--- config.mk ---
export PLATFORM = sky130hd
export DESIGN_NAME = mem_port_arbiter_flat
export DESIGN_NICKNAME = d
export VERILOG_FILES = /design/src/rtl/mem_port_arbiter_pkg.sv /design/src/rtl/mem_port_arbiter_if.sv /design/src/rtl/mem_port_arbiter_prio_sel.sv /design/src/rtl/mem_port_arbiter.sv /design/src/flat_wrapper.sv
export SDC_FILE = /design/constraint.sdc
export NUM_CORES = 1
export LEC_CHECK = 0
export CAP_MARGIN = 40
export CORE_AREA = 2 2 76 78
export CTS_BUF_LIST = sky130_fd_sc_hd__clkbuf_2
export DETAILED_ROUTE_END_ITERATION = 8
export DIE_AREA = 0 0 78 80
export GPL_ROUTABILITY_DRIVEN = 0
export PLACE_DENSITY = 0.8
export SLEW_MARGIN = 20
export SYNTH_ARGS = -nofsm -noshare
export SYNTH_HDL_FRONTEND = slang
export SYNTH_SLANG_ARGS = --single-unit
--- constraint.sdc ---
create_clock -name clk -period 2.4 [get_ports clk]
set_clock_uncertainty 0.2 [all_clocks]
set_input_delay 0.48 -clock clk [delete_from_list [all_inputs] [get_ports clk]]
set_output_delay 0.48 -clock clk [all_outputs]
set_load 0.01 [all_outputs]
--- src/rtl/mem_port_arbiter_pkg.sv ---
// Shared types and default widths for the memory port arbiter.
package mem_arb_pkg;

  localparam int MEM_ADDR_W = 8;
  localparam int MEM_DATA_W = 32;

  // Records which requester owns the read response in the following cycle.
  typedef enum logic [1:0] {
    OWN_NONE  = 2'd0,
    OWN_FETCH = 2'd1,
    OWN_DATA  = 2'd2,
    OWN_ERR   = 2'd3
  } owner_t;

endpackage

--- src/rtl/mem_port_arbiter_if.sv ---
// Fetch port, data port and memory-side signals of the memory port arbiter.
interface mem_port_arbiter_if
  import mem_arb_pkg::*;
#(
  parameter int ADDR_W = MEM_ADDR_W,
  parameter int DATA_W = MEM_DATA_W
) ();

  logic              if_req;
  logic [ADDR_W-1:0] if_addr;
  logic              if_gnt;
  logic              if_rvalid;
  logic [DATA_W-1:0] if_rdata;

  logic              d_req;
  logic              d_we;
  logic [ADDR_W-1:0] d_addr;
  logic [DATA_W-1:0] d_wdata;
  logic              d_gnt;
  logic              d_rvalid;
  logic [DATA_W-1:0] d_rdata;
  logic              d_err;

  logic              mem_ce;
  logic              mem_wre;
  logic [ADDR_W-1:0] mem_ad;
  logic [DATA_W-1:0] mem_din;
  logic [DATA_W-1:0] mem_dout;

  // Arbiter view: core requests and memory read data in, everything else out.
  modport slave (
    input  if_req, if_addr, d_req, d_we, d_addr, d_wdata, mem_dout,
    output if_gnt, if_rvalid, if_rdata, d_gnt, d_rvalid, d_rdata, d_err,
    output mem_ce, mem_wre, mem_ad, mem_din
  );

  modport master (
    output if_req, if_addr, d_req, d_we, d_addr, d_wdata, mem_dout,
    input  if_gnt, if_rvalid, if_rdata, d_gnt, d_rvalid, d_rdata, d_err,
    input  mem_ce, mem_wre, mem_ad, mem_din
  );

endinterface

--- src/rtl/mem_port_arbiter_prio_sel.sv ---
// Combinational priority select: data first, fetch once the data streak is full.
module arb_prio_sel
  import mem_arb_pkg::*;
(
  input  logic if_req,
  input  logic d_req,
  input  logic streak_full,
  output logic gnt_if,
  output logic gnt_d
);

  always_comb begin
    gnt_if = 1'b0;
    gnt_d  = 1'b0;
    if (d_req && !(if_req && streak_full)) begin
      gnt_d = 1'b1;
    end else if (if_req) begin
      gnt_if = 1'b1;
    end
  end

endmodule

--- src/rtl/mem_port_arbiter.sv ---
// Shares one synchronous-read memory between instruction fetch and load/store,
// steering each read response back to its owner one cycle later.
module mem_port_arbiter
  import mem_arb_pkg::*;
#(
  parameter int ADDR_W          = MEM_ADDR_W,
  parameter int DATA_W          = MEM_DATA_W,
  parameter int MAX_DATA_STREAK = 4
) (
  input  logic clk,
  input  logic rst,
  mem_port_arbiter_if.slave bus
);

  localparam int                  STREAK_W   = $clog2(MAX_DATA_STREAK + 1);
  localparam logic [STREAK_W-1:0] STREAK_MAX = STREAK_W'(MAX_DATA_STREAK);

  owner_t              own_q, own_d;
  logic [STREAK_W-1:0] streak_q, streak_d;
  logic                streak_full;
  logic                sel_if, sel_d;
  logic                if_gnt, d_gnt;
  logic                misaligned;

  assign streak_full = (streak_q == STREAK_MAX);
  assign misaligned  = (bus.d_addr[1:0] != 2'b00);

  arb_prio_sel u_sel (
    .if_req      (bus.if_req),
    .d_req       (bus.d_req),
    .streak_full (streak_full),
    .gnt_if      (sel_if),
    .gnt_d       (sel_d)
  );

  // Grants are forced low while reset is held so nothing reaches the memory.
  assign if_gnt = sel_if & rst;
  assign d_gnt  = sel_d & rst;

  always_comb begin
    bus.mem_ce  = 1'b0;
    bus.mem_wre = 1'b0;
    bus.mem_ad  = '0;
    bus.mem_din = '0;
    own_d       = OWN_NONE;
    if (if_gnt) begin
      bus.mem_ce = 1'b1;
      bus.mem_ad = bus.if_addr;
      own_d      = OWN_FETCH;
    end else if (d_gnt) begin
      if (misaligned) begin
        own_d = OWN_ERR;
      end else begin
        bus.mem_ce  = 1'b1;
        bus.mem_wre = bus.d_we;
        bus.mem_ad  = bus.d_addr;
        bus.mem_din = bus.d_wdata;
        own_d       = bus.d_we ? OWN_NONE : OWN_DATA;
      end
    end
  end

  // Streak only grows while fetch is actually waiting behind data.
  always_comb begin
    streak_d = streak_q;
    if (!bus.if_req || if_gnt) begin
      streak_d = '0;
    end else if (d_gnt && !streak_full) begin
      streak_d = streak_q + 1'b1;
    end
  end

  always_ff @(posedge clk or negedge rst) begin
    if (!rst) begin
      own_q    <= OWN_NONE;
      streak_q <= '0;
    end else begin
      own_q    <= own_d;
      streak_q <= streak_d;
    end
  end

  assign bus.if_gnt    = if_gnt;
  assign bus.d_gnt     = d_gnt;
  assign bus.if_rvalid = (own_q == OWN_FETCH);
  assign bus.d_rvalid  = (own_q == OWN_DATA);
  assign bus.d_err     = (own_q == OWN_ERR);
  assign bus.if_rdata  = bus.mem_dout;
  assign bus.d_rdata   = bus.mem_dout;

endmodule
--- src/flat_wrapper.sv ---
// flat-port wrapper written by rule: the top's interface ports become plain ports
module mem_port_arbiter_flat import mem_arb_pkg::*;
#(
  parameter int ADDR_W          = MEM_ADDR_W,
  parameter int DATA_W          = MEM_DATA_W,
  parameter int MAX_DATA_STREAK = 4
)
  (clk, rst, bus_if_req, bus_if_addr, bus_d_req, bus_d_we, bus_d_addr, bus_d_wdata, bus_mem_dout, bus_if_gnt, bus_if_rvalid, bus_if_rdata, bus_d_gnt, bus_d_rvalid, bus_d_rdata, bus_d_err, bus_mem_ce, bus_mem_wre, bus_mem_ad, bus_mem_din);
  mem_port_arbiter_if #(.ADDR_W(ADDR_W), .DATA_W(DATA_W)) bus_i ();
  input  logic clk;
  input  logic rst;
  input wire logic [$bits(bus_i.if_req)-1:0] bus_if_req;
  input wire logic [$bits(bus_i.if_addr)-1:0] bus_if_addr;
  input wire logic [$bits(bus_i.d_req)-1:0] bus_d_req;
  input wire logic [$bits(bus_i.d_we)-1:0] bus_d_we;
  input wire logic [$bits(bus_i.d_addr)-1:0] bus_d_addr;
  input wire logic [$bits(bus_i.d_wdata)-1:0] bus_d_wdata;
  input wire logic [$bits(bus_i.mem_dout)-1:0] bus_mem_dout;
  output wire logic [$bits(bus_i.if_gnt)-1:0] bus_if_gnt;
  output wire logic [$bits(bus_i.if_rvalid)-1:0] bus_if_rvalid;
  output wire logic [$bits(bus_i.if_rdata)-1:0] bus_if_rdata;
  output wire logic [$bits(bus_i.d_gnt)-1:0] bus_d_gnt;
  output wire logic [$bits(bus_i.d_rvalid)-1:0] bus_d_rvalid;
  output wire logic [$bits(bus_i.d_rdata)-1:0] bus_d_rdata;
  output wire logic [$bits(bus_i.d_err)-1:0] bus_d_err;
  output wire logic [$bits(bus_i.mem_ce)-1:0] bus_mem_ce;
  output wire logic [$bits(bus_i.mem_wre)-1:0] bus_mem_wre;
  output wire logic [$bits(bus_i.mem_ad)-1:0] bus_mem_ad;
  output wire logic [$bits(bus_i.mem_din)-1:0] bus_mem_din;
  assign bus_i.if_req = bus_if_req;
  assign bus_i.if_addr = bus_if_addr;
  assign bus_i.d_req = bus_d_req;
  assign bus_i.d_we = bus_d_we;
  assign bus_i.d_addr = bus_d_addr;
  assign bus_i.d_wdata = bus_d_wdata;
  assign bus_i.mem_dout = bus_mem_dout;
  assign bus_if_gnt = bus_i.if_gnt;
  assign bus_if_rvalid = bus_i.if_rvalid;
  assign bus_if_rdata = bus_i.if_rdata;
  assign bus_d_gnt = bus_i.d_gnt;
  assign bus_d_rvalid = bus_i.d_rvalid;
  assign bus_d_rdata = bus_i.d_rdata;
  assign bus_d_err = bus_i.d_err;
  assign bus_mem_ce = bus_i.mem_ce;
  assign bus_mem_wre = bus_i.mem_wre;
  assign bus_mem_ad = bus_i.mem_ad;
  assign bus_mem_din = bus_i.mem_din;
  mem_port_arbiter #(.ADDR_W(ADDR_W), .DATA_W(DATA_W), .MAX_DATA_STREAK(MAX_DATA_STREAK)) u_core (.clk(clk), .rst(rst), .bus(bus_i));
endmodule
==> results of run 1 <==
## routing by layer
metal,up-vias,share of wire [%],global-route usage [%]
li1,517,-,-
met5,-,0,0
met4,0,3.1,5.26
met2,106,51,21.4
met3,19,15,5.32
met1,482,31,9.26
## sequential cells by signal (all words and copies together), names as in the netlist
name and flops:
u_core.streak_q 3, u_core.own_q 2
## metrics by stage
stage / util [%] / cells / instance area [um2] / TNS, ps
2_1_floorplan: - / 145 / 1100 / 0
3_3_place_gp: 32.3 / 257 / 1750 / -21770
3_5_place_dp: 32.3 / 257 / 1750 / -23680
4_1_cts: 36.9 / 280 / 1990 / -596
5_1_grt: 36.5 / 279 / 1970 / -2200
6_report: 36.5 / 279 / 1970 / -216
## what timing repair did
item / 4_1_cts / 5_1_grt
resized for setup: 210 / 24
cloned: 4 / 0
setup buffers: 16 / 2
endpoints found under the setup margin: 44 / 43
pin swaps: 15 / 13
## cell usage in the layout (no fill, tap or decap), drive strengths merged
master,count
nor2,3
and3b,1
a21oi,1
inv,3
dfrtp,5
clkbuf,11
a22o,6
clkdlybuf4s50,50
or2,1
a21boi,3
o31a,1
nor3b,1
and2,35
o22ai,1
nand2b,2
nor2b,3
nor3,1
nand2,4
buf,61
nand3,4
ha,2
dlygate4sd2,8
## cell usage after synthesis, drive strengths merged, types with 3 or more instances
library cell | count | share of area, %
nor2 | 3 | 1.3
inv | 3 | 1.0
nand3 | 4 | 1.8
a21boi | 3 | 2.1
nor2b | 3 | 1.7
buf | 66 | 46
dfrtp | 5 | 11
and2 | 35 | 20
nand2 | 4 | 1.4
a22o | 6 | 4.8
## kinds of logic after synthesis
group	count (synthesis)	share of synthesized area, %
compound gates	12	8.67
simple gates	55	29.9
buf+inv	71	47.8
flops	5	11.4
fa+ha+maj	2	2.28
## final cells by class
cell class	instances	share of cell area, %
Tap cell	72	4.57
Clock buffer	4	1.02
Timing Repair Buffer	126	60.4
Sequential cell	5	6.35
Inverter	3	0.571
Multi-Input combinational cell	69	27.1
## power by group through the flow
stage,Combinational [mW],Clock [mW],Sequential (mW)
4_1_cts,0.207,0.0835,0.0899
3_3_place_gp,0.182,0,0.0910
3_5_place_dp,0.183,0,0.0912
6_report,0.208,0.0833,0.0899
5_1_grt,0.222,0.0864,0.0905
2_1_floorplan,0.152,0,0.0911
## how the worst max path moves through the flow
| stage | start | to | slack, ps | depth (start not counted) |
|---|---|---|---|---|
| after floorplan | u_core.streak_q[0] | bus_mem_ce | 380 | 5 |
| after global placement | bus_d_req | bus_mem_ad[2] | -560 | 6 |
| after detailed placement | bus_d_req | bus_mem_din[1] | -630 | 6 |
| after CTS | u_core.streak_q[0] | bus_mem_din[22] | -80 | 9 |
| after global routing | u_core.streak_q[0] | bus_mem_ad[7] | -120 | 8 |
| final | u_core.streak_q[0] | bus_mem_ad[2] | -60 | 8 |
## worst max-delay path: stages, from the launching register on
cell,delay (ps)
dfrtp_1,390
inv_2,80
ha_4,140
nand3_2,60
and3b_2,270
buf_6,150
buf_16,120
a22o_1,180
buf_2,140
==> impl_metrics.yaml, run 1 <==
floorplan:
  die_y_um: 80
  die_w_um: 78
  pin_count: 196
  core_region_area_um2: 5410
  die_area_um2: 6240
  rows: 27
  initial_core_util_pct: 20.3
logic_synthesis:
  synth-async-reset-ratio_pct: 100
  ys_ff_latch: 5
  syn_area_um2: 1100
  syn_nets: 232
  syn_avg_cell_area_um2: 7.57
  synth_enable_flop_cells: 0
  synth_top_flop_cell: "dfrtp_1"
  synth_cell_types: 23
  syn_inst: 145
  synth-seq-area-share_pct: 11.4
  ys_warn_count: 0
power_and_ir_drop:
  combPwrFrac_pct: 54.5
  finalPower_mw: 0.381
  power.switching_mw: 0.107
  switching_share_pct: 28.1
  clock_power_share_pct: 21.9
  power.internal_mw: 0.274
  p_seq_share_pct: 23.6
  p_per_area_nw_per_um2: 193
  power_leakage_nw: 0.951
  ir_drop_uv: 96.9
placed_design:
  hpwl_mm: 2.69
  pre_cts_ws_ps: -630
  io_buffers: 99
layout:
  syn2layout_area_growth_pct: 79.6
  final-seq-area_um2: 125
  diodes: 0
  drive_gt1_share_pct: 50.2
  multi_input_area_um2: 534
  nets: 295
  fill_cells: 559
cts:
  clkSlewWorstSetupHoldPaths_ps: 70
  h-tree-depth: 1
  cts_sinks: 5
  clk-insertion-delay-late_ps: 240
  cts_buffer_depth: 2
  cts_buffers: 3
  root_buffer: "clkbuf_2"
  cts_hold_buffers: 0
  cts_tree: "done"
sta:
  period_share_pct: 102
  whs_ps: 209
  fmax_mhz: 407
  finalCriticalPeriod_ps: 2460
  tightest_slew_ps: 231
  rsz0062_at_grt: "yes"
  setup_viol: 7
  setup_ws_ps: -55.7
  drv_slew: 0
  relSlewSlack_pct: 84.4
  hold_viol: 0
setup_path:
  crit_required_ps: 1720
  r2r_cells: 7
  crit_type: "register to output pin"
  r2r-end: "u_core.streak_q[0]"
  r2r_start: "u_core.streak_q[0]"
  cp_max_fo: 5
  r2r_setup_slack_ps: 730
  crit_arrival_ps: 1780
  start_kind: "register"
  crit_path_end_kind: "output pin"
grt:
  grtUsageTotal_pct: 11.0
  overflow: 0
  grt_max_degree: 11
  grt_pass1_vias: 1162
  grt_pass1_wl_mm: 5.44
  antenna_found_initial: 0
route:
  detail-route-antenna-nets: 0
  drt_iter0_drc: 22
  drt_first_pass_iters: 4
  routed_wl_mm: 3.69
  wl_per_cell_um: 13.2
  drc_errors: 0
  viasPerCell: 4.03
  vias: 1124
run_status:
  violations: "negative setup slack"
  outcome: "finished, violations left"
run:
  max-cap-violations: 0
hold_path:
  hold_class: "primary input to async pin"
No activity file was read; power rests on OpenSTA's default activity.
==> inputs of run 2 (changes only) <==
Settings changed: CORE_AREA 2 2 76 78 to default, CORE_MARGIN from default to 2, CORE_UTILIZATION from default to 21, CTS_BUF_LIST sky130_fd_sc_hd__clkbuf_2 to sky130_fd_sc_hd__clkbuf_8, DIE_AREA 0 0 78 80 to default, GPL_ROUTABILITY_DRIVEN 0 to default, PLACE_DENSITY 0.8 to 0.82.
==> impl_metrics.yaml, run 2 (same netlist as run 1, synthesis figures left out) <==
run_status:
  outcome: "finished, final reports clean"
run:
  max-cap-violations: 0
power_and_ir_drop:
  p_per_area_nw_per_um2: 248
  ir_drop_uv: 103
  finalPower_mw: 0.430
  power_leakage_nw: 0.894
layout:
  diodes: 0
  layout.cells.non_filler: 271
  syn2layout_area_growth_pct: 58.4
  multi_input_area_um2: 482
  nets: 289
  largestRegisters: "u_core.streak_q x3, u_core.own_q x2"
  final-seq-area_um2: 125
  mostFrequentLayoutCells: "50 x clkdlybuf4s50_1, 35 x buf_2, 33 x and2_1, 15 x buf_4, 8 x buf_6"
  drive_gt1_share_pct: 38.3
  post-route-util_pct: 34.2
  fill_cells: 547
  largest-register: "u_core.streak_q"
  final_common_cell: "clkdlybuf4s50_1"
  largest_reg_flops: 3
sta:
  rsz0062_at_grt: "yes"
  drv_slew: 0
  fmax_mhz: 418
  hold_viol: 0
  period_share_pct: 99.7
  setup_viol: 0
  finalCriticalPeriod_ps: 2390
  tightest_slew_ps: 203
  relSlewSlack_pct: 86.5
  tns_ps: 0
route:
  vias: 1057
  wl_per_cell_um: 12.7
  routed-wl-met2_mm: 1.75
  detail-route-antenna-nets: 0
  top_layer: "met4"
  routed_wl_mm: 3.44
  drt_iter0_drc: 35
  route.met3.wl_um: 423
  wl_met1_mm: 1.13
  viasPerCell: 3.90
  drt_first_pass_iters: 4
  drc_errors: 0
placed_design:
  place_congestion: 0.758
  io_buffers: 99
  hpwl_mm: 2.68
  post-place-cells: 259
cts:
  clk-insertion-delay-late_ps: 220
  clkSlewWorstSetupHoldPaths_ps: 40
  cts_buffer_depth: 2
  cts_sinks: 5
  cts_tree: "done"
  cts_buffers: 3
  root_buffer: "clkbuf_8"
  cts_hold_buffers: 0
  h-tree-depth: 1
floorplan:
  core_region_area_um2: 5070
  die_y_um: 76.3
  die_area_um2: 5820
  rows: 26
  initial_core_util_pct: 21.6
  die_w_um: 76.3
  pin_count: 196
setup_path:
  crit_required_ps: 1720
  crit_path_end_kind: "output pin"
  crit_arrival_ps: 1710
  start_kind: "register"
  crit_type: "register to output pin"
  cp_max_fo: 7
  r2r_cells: 8
hold_path:
  hold_class: "primary input to async pin"
grt:
  antenna_found_initial: 0
  overflow: 0
  grt_pass1_vias: 1119
  grtUsageTotal_pct: 11.7
  grt_pass1_wl_mm: 5.55
  grt_max_degree: 15
## run 2: cell types whose count changed in the layout (fill, tap and decap cells not counted), moves of 2 or more
cell      change
clkbuf_2      -8
clkbuf_8      +3
buf_2        +23
and2_4       -19
and2_1       +19
buf_16        -2
buf_6        -23
## run 2: what timing repair did
item | in CTS | in global routing
resized for setup | 174 | 15
setup buffers | 7 | 2
setup endpoints to repair | 44 | 39
pin swaps | 5 | 4
gates cloned | 1 | 0
## run 2: per-layer routing
metal | track usage, % | vias to the layer above
met1 | 11.3 | 450
li1 | - | 504
met4 | 7.27 | 0
met5 | 0 | -
met2 | 20.7 | 75
met3 | 4.86 | 28
## run 2: worst paths after layout
kind                                     from                 end  slack, ps
max in group asynchronous                 rst     u_core.own_q[0]       1550
setup / recovery           u_core.streak_q[0]          bus_mem_ce          8
hold reg to reg            u_core.streak_q[0]  u_core.streak_q[0]        380
setup reg to reg           u_core.streak_q[0]  u_core.streak_q[1]        800
hold / removal                            rst  u_core.streak_q[2]        100
min in group clk           u_core.streak_q[0]  u_core.streak_q[0]        380
## run 2: final cells by class
cell class                      instances  area share (%)
Timing Repair Buffer                  120            56.8
Multi-Input combinational cell         69            27.7
Sequential cell                         5            7.20
Tap cell                               70            5.04
Clock buffer                            3            2.38
Inverter                                3           0.648
Clock inverter                          1           0.216
## run 2: critical path: stages, from the launching register on
cell and delay (ps):
dfrtp_1 350, inv_2 60, ha_4 170, buf_4 140
a21boi_2 160, nor2_2 70, buf_6 130, or2_2 300
buf_6 120
## run 2: power breakdown
part	internal (mW)	leakage (nW)	switching [mW]
clock	0.110	0.0269	0.0438
combinational	0.127	0.800	0.0591
sequential	0.0883	0.0670	0.00222
## run 2: metrics by stage
stage	hold slack [ps]	worst slack (ps)	instance area [um2]
floorplan	-15.6	379	1100
global placement	348	-539	1790
CTS	78.3	-39.7	1760
global route	106	-78.8	1740
finish	103	7.51	1740
detailed placement	360	-554	1790
==> inputs of run 3 (changes only) <==
Settings changed: CORE_UTILIZATION 21 to 19, MAX_ROUTING_LAYER from default to met4, PLACE_DENSITY 0.82 to 0.78.
Clock period 2.4 ns to 1.9 ns, I/O delays scaled along.
==> impl_metrics.yaml, run 3 (same netlist as run 1, synthesis figures left out) <==
grt:
  grt_max_degree: 12
  grt_pass1_vias: 1089
  grt.met1_usage_pct: 10.4
  grt-busiest-layer: "met2"
  met2_usage_pct: 20.6
  overflow: 0
  grt_pass1_wl_mm: 5.46
  grtUsageMet3_pct: 6.22
  grtUsageTotal_pct: 11.6
  antenna_found_initial: 0
setup_path:
  start_kind: "register"
  crit_type: "register to output pin"
  crit_arrival_ps: 1760
  crit_path_end_kind: "output pin"
  crit_required_ps: 1320
  cp_max_fo: 7
route:
  detail-route-antenna-nets: 0
  drc_errors: 0
  drt_iter0_drc: 12
  viasPerCell: 3.99
  routed_wl_mm: 3.97
  drt_first_pass_iters: 4
  wl_per_cell_um: 14.5
  vias: 1093
floorplan:
  rows: 27
  initial_core_util_pct: 19.8
  die_area_um2: 6400
  die_w_um: 80.0
  die_y_um: 80.0
  core_region_area_um2: 5540
  pin_count: 196
cts:
  clk-insertion-delay-late_ps: 220
  cts_buffer_depth: 2
  cts_buffers: 3
  cts_tree: "done"
  cts_sinks: 5
  cts_hold_buffers: 0
  root_buffer: "clkbuf_8"
  clkSlewWorstSetupHoldPaths_ps: 40
  h-tree-depth: 1
layout:
  largest_reg_flops: 3
  nets: 290
  final_common_cell: "clkdlybuf4s50_1"
  largestRegisters: "u_core.streak_q x3, u_core.own_q x2"
  layout.cells.non_filler: 274
  design_area_um2: 2070
  mostFrequentLayoutCells: "50 x clkdlybuf4s50_1, 38 x buf_6, 29 x and2_4, 12 x buf_4, 9 x buf_2"
  diodes: 0
  drive_gt1_share_pct: 54.0
  syn2layout_area_growth_pct: 88.6
  largest-register: "u_core.streak_q"
sta:
  finalCriticalPeriod_ps: 2340
  setup_viol: 42
  fmax_mhz: 426
  setup_ws_ps: -445
  rsz0062_at_grt: "yes"
  whs_ps: 137
  relSlewSlack_pct: 81.7
  hold_viol: 0
  tightest_slew_ps: 273
  drv_slew: 0
  period_share_pct: 123
  tns_ps: -13300
placed_design:
  post_dp_cell_area_um2: 1800
  io_buffers: 99
  pre_cts_ws_ps: -806
  place_congestion: 0.835
  post-place-cells: 261
  hpwl_mm: 2.94
run:
  max-cap-violations: 0
power_and_ir_drop:
  ir_drop_uv: 146
  power_leakage_nw: 0.961
  p_per_area_nw_per_um2: 280
hold_path:
  hold_class: "primary input to async pin"
run_status:
  violations: "negative setup slack"
  outcome: "finished, violations left"
## run 3: changes by cell type in the layout (fill, tap and decap cells not counted), sizes merged
cell / delta
clkbuf: -2
dlymetal6s2s: -1
buf: +5
dlygate4sd2: -1
## run 3: critical path: stages, from the launching register on
cell	delay (ps)
dfrtp_1	380
inv_2	80
ha_4	130
nand3_2	60
and3b_2	280
buf_12	150
buf_16	120
or2_4	220
buf_6	120
## run 3: path summary, 6_finish.rpt
path / startpoint / end / slack (ps) / cells past startpoint
setup reg to reg: u_core.streak_q[0] / u_core.streak_q[1] / 350 / 7
max in group asynchronous: rst / u_core.streak_q[1] / 1240 / 3
setup / recovery: u_core.streak_q[0] / bus_mem_ce / -440 / 8
hold / removal: rst / u_core.own_q[0] / 140 / 3
hold reg to reg: u_core.streak_q[1] / u_core.streak_q[1] / 480 / 3
min in group clk: u_core.streak_q[1] / u_core.streak_q[1] / 480 / 3
## run 3: per-layer routing
| metal | up-vias | wire length, um |
|---|---|---|
| li1 | 509 | - |
| met1 | 462 | 1180 |
| met2 | 109 | 2070 |
| met3 | 13 | 645 |
| met4 | 0 | 77 |
| met5 | - | 0 |
## run 3: area by class of cell
class,count,area [um2]
fill,577,3470
tap,72,90.1
clock buffer,3,41.3
sequential,5,125
multi-input combinational,69,567
clock inverter,1,3.75
timing repair buffer,121,1230
inverter,3,11.3
## run 3: timing repair
item / 4_1_cts / 5_1_grt
hold endpoints to repair: 0 / 0
pin swaps: 36 / 3
gates resized for setup: 224 / 35
gates cloned: 4 / 0
buffers inserted: 5 / 2
endpoints found under the setup margin: 44 / 44
## run 3: per-stage QoR
stage               total power [mW]  util [%]
floorplan                      0.309         -
global placement               0.355      32.5
detailed placement             0.357      32.5
CTS                            0.578      35.6
global route                   0.617      37.4
finish                         0.580      37.4
## run 3: power breakdown
part / leakage (nW) / switching, mW / total (mW) / internal [mW]
combinational: 0.867 / 0.0866 / 0.272 / 0.186
clock: 0.0269 / 0.0546 / 0.193 / 0.139
sequential: 0.0670 / 0.00258 / 0.114 / 0.112
total: 0.961 / 0.144 / 0.580 / 0.436
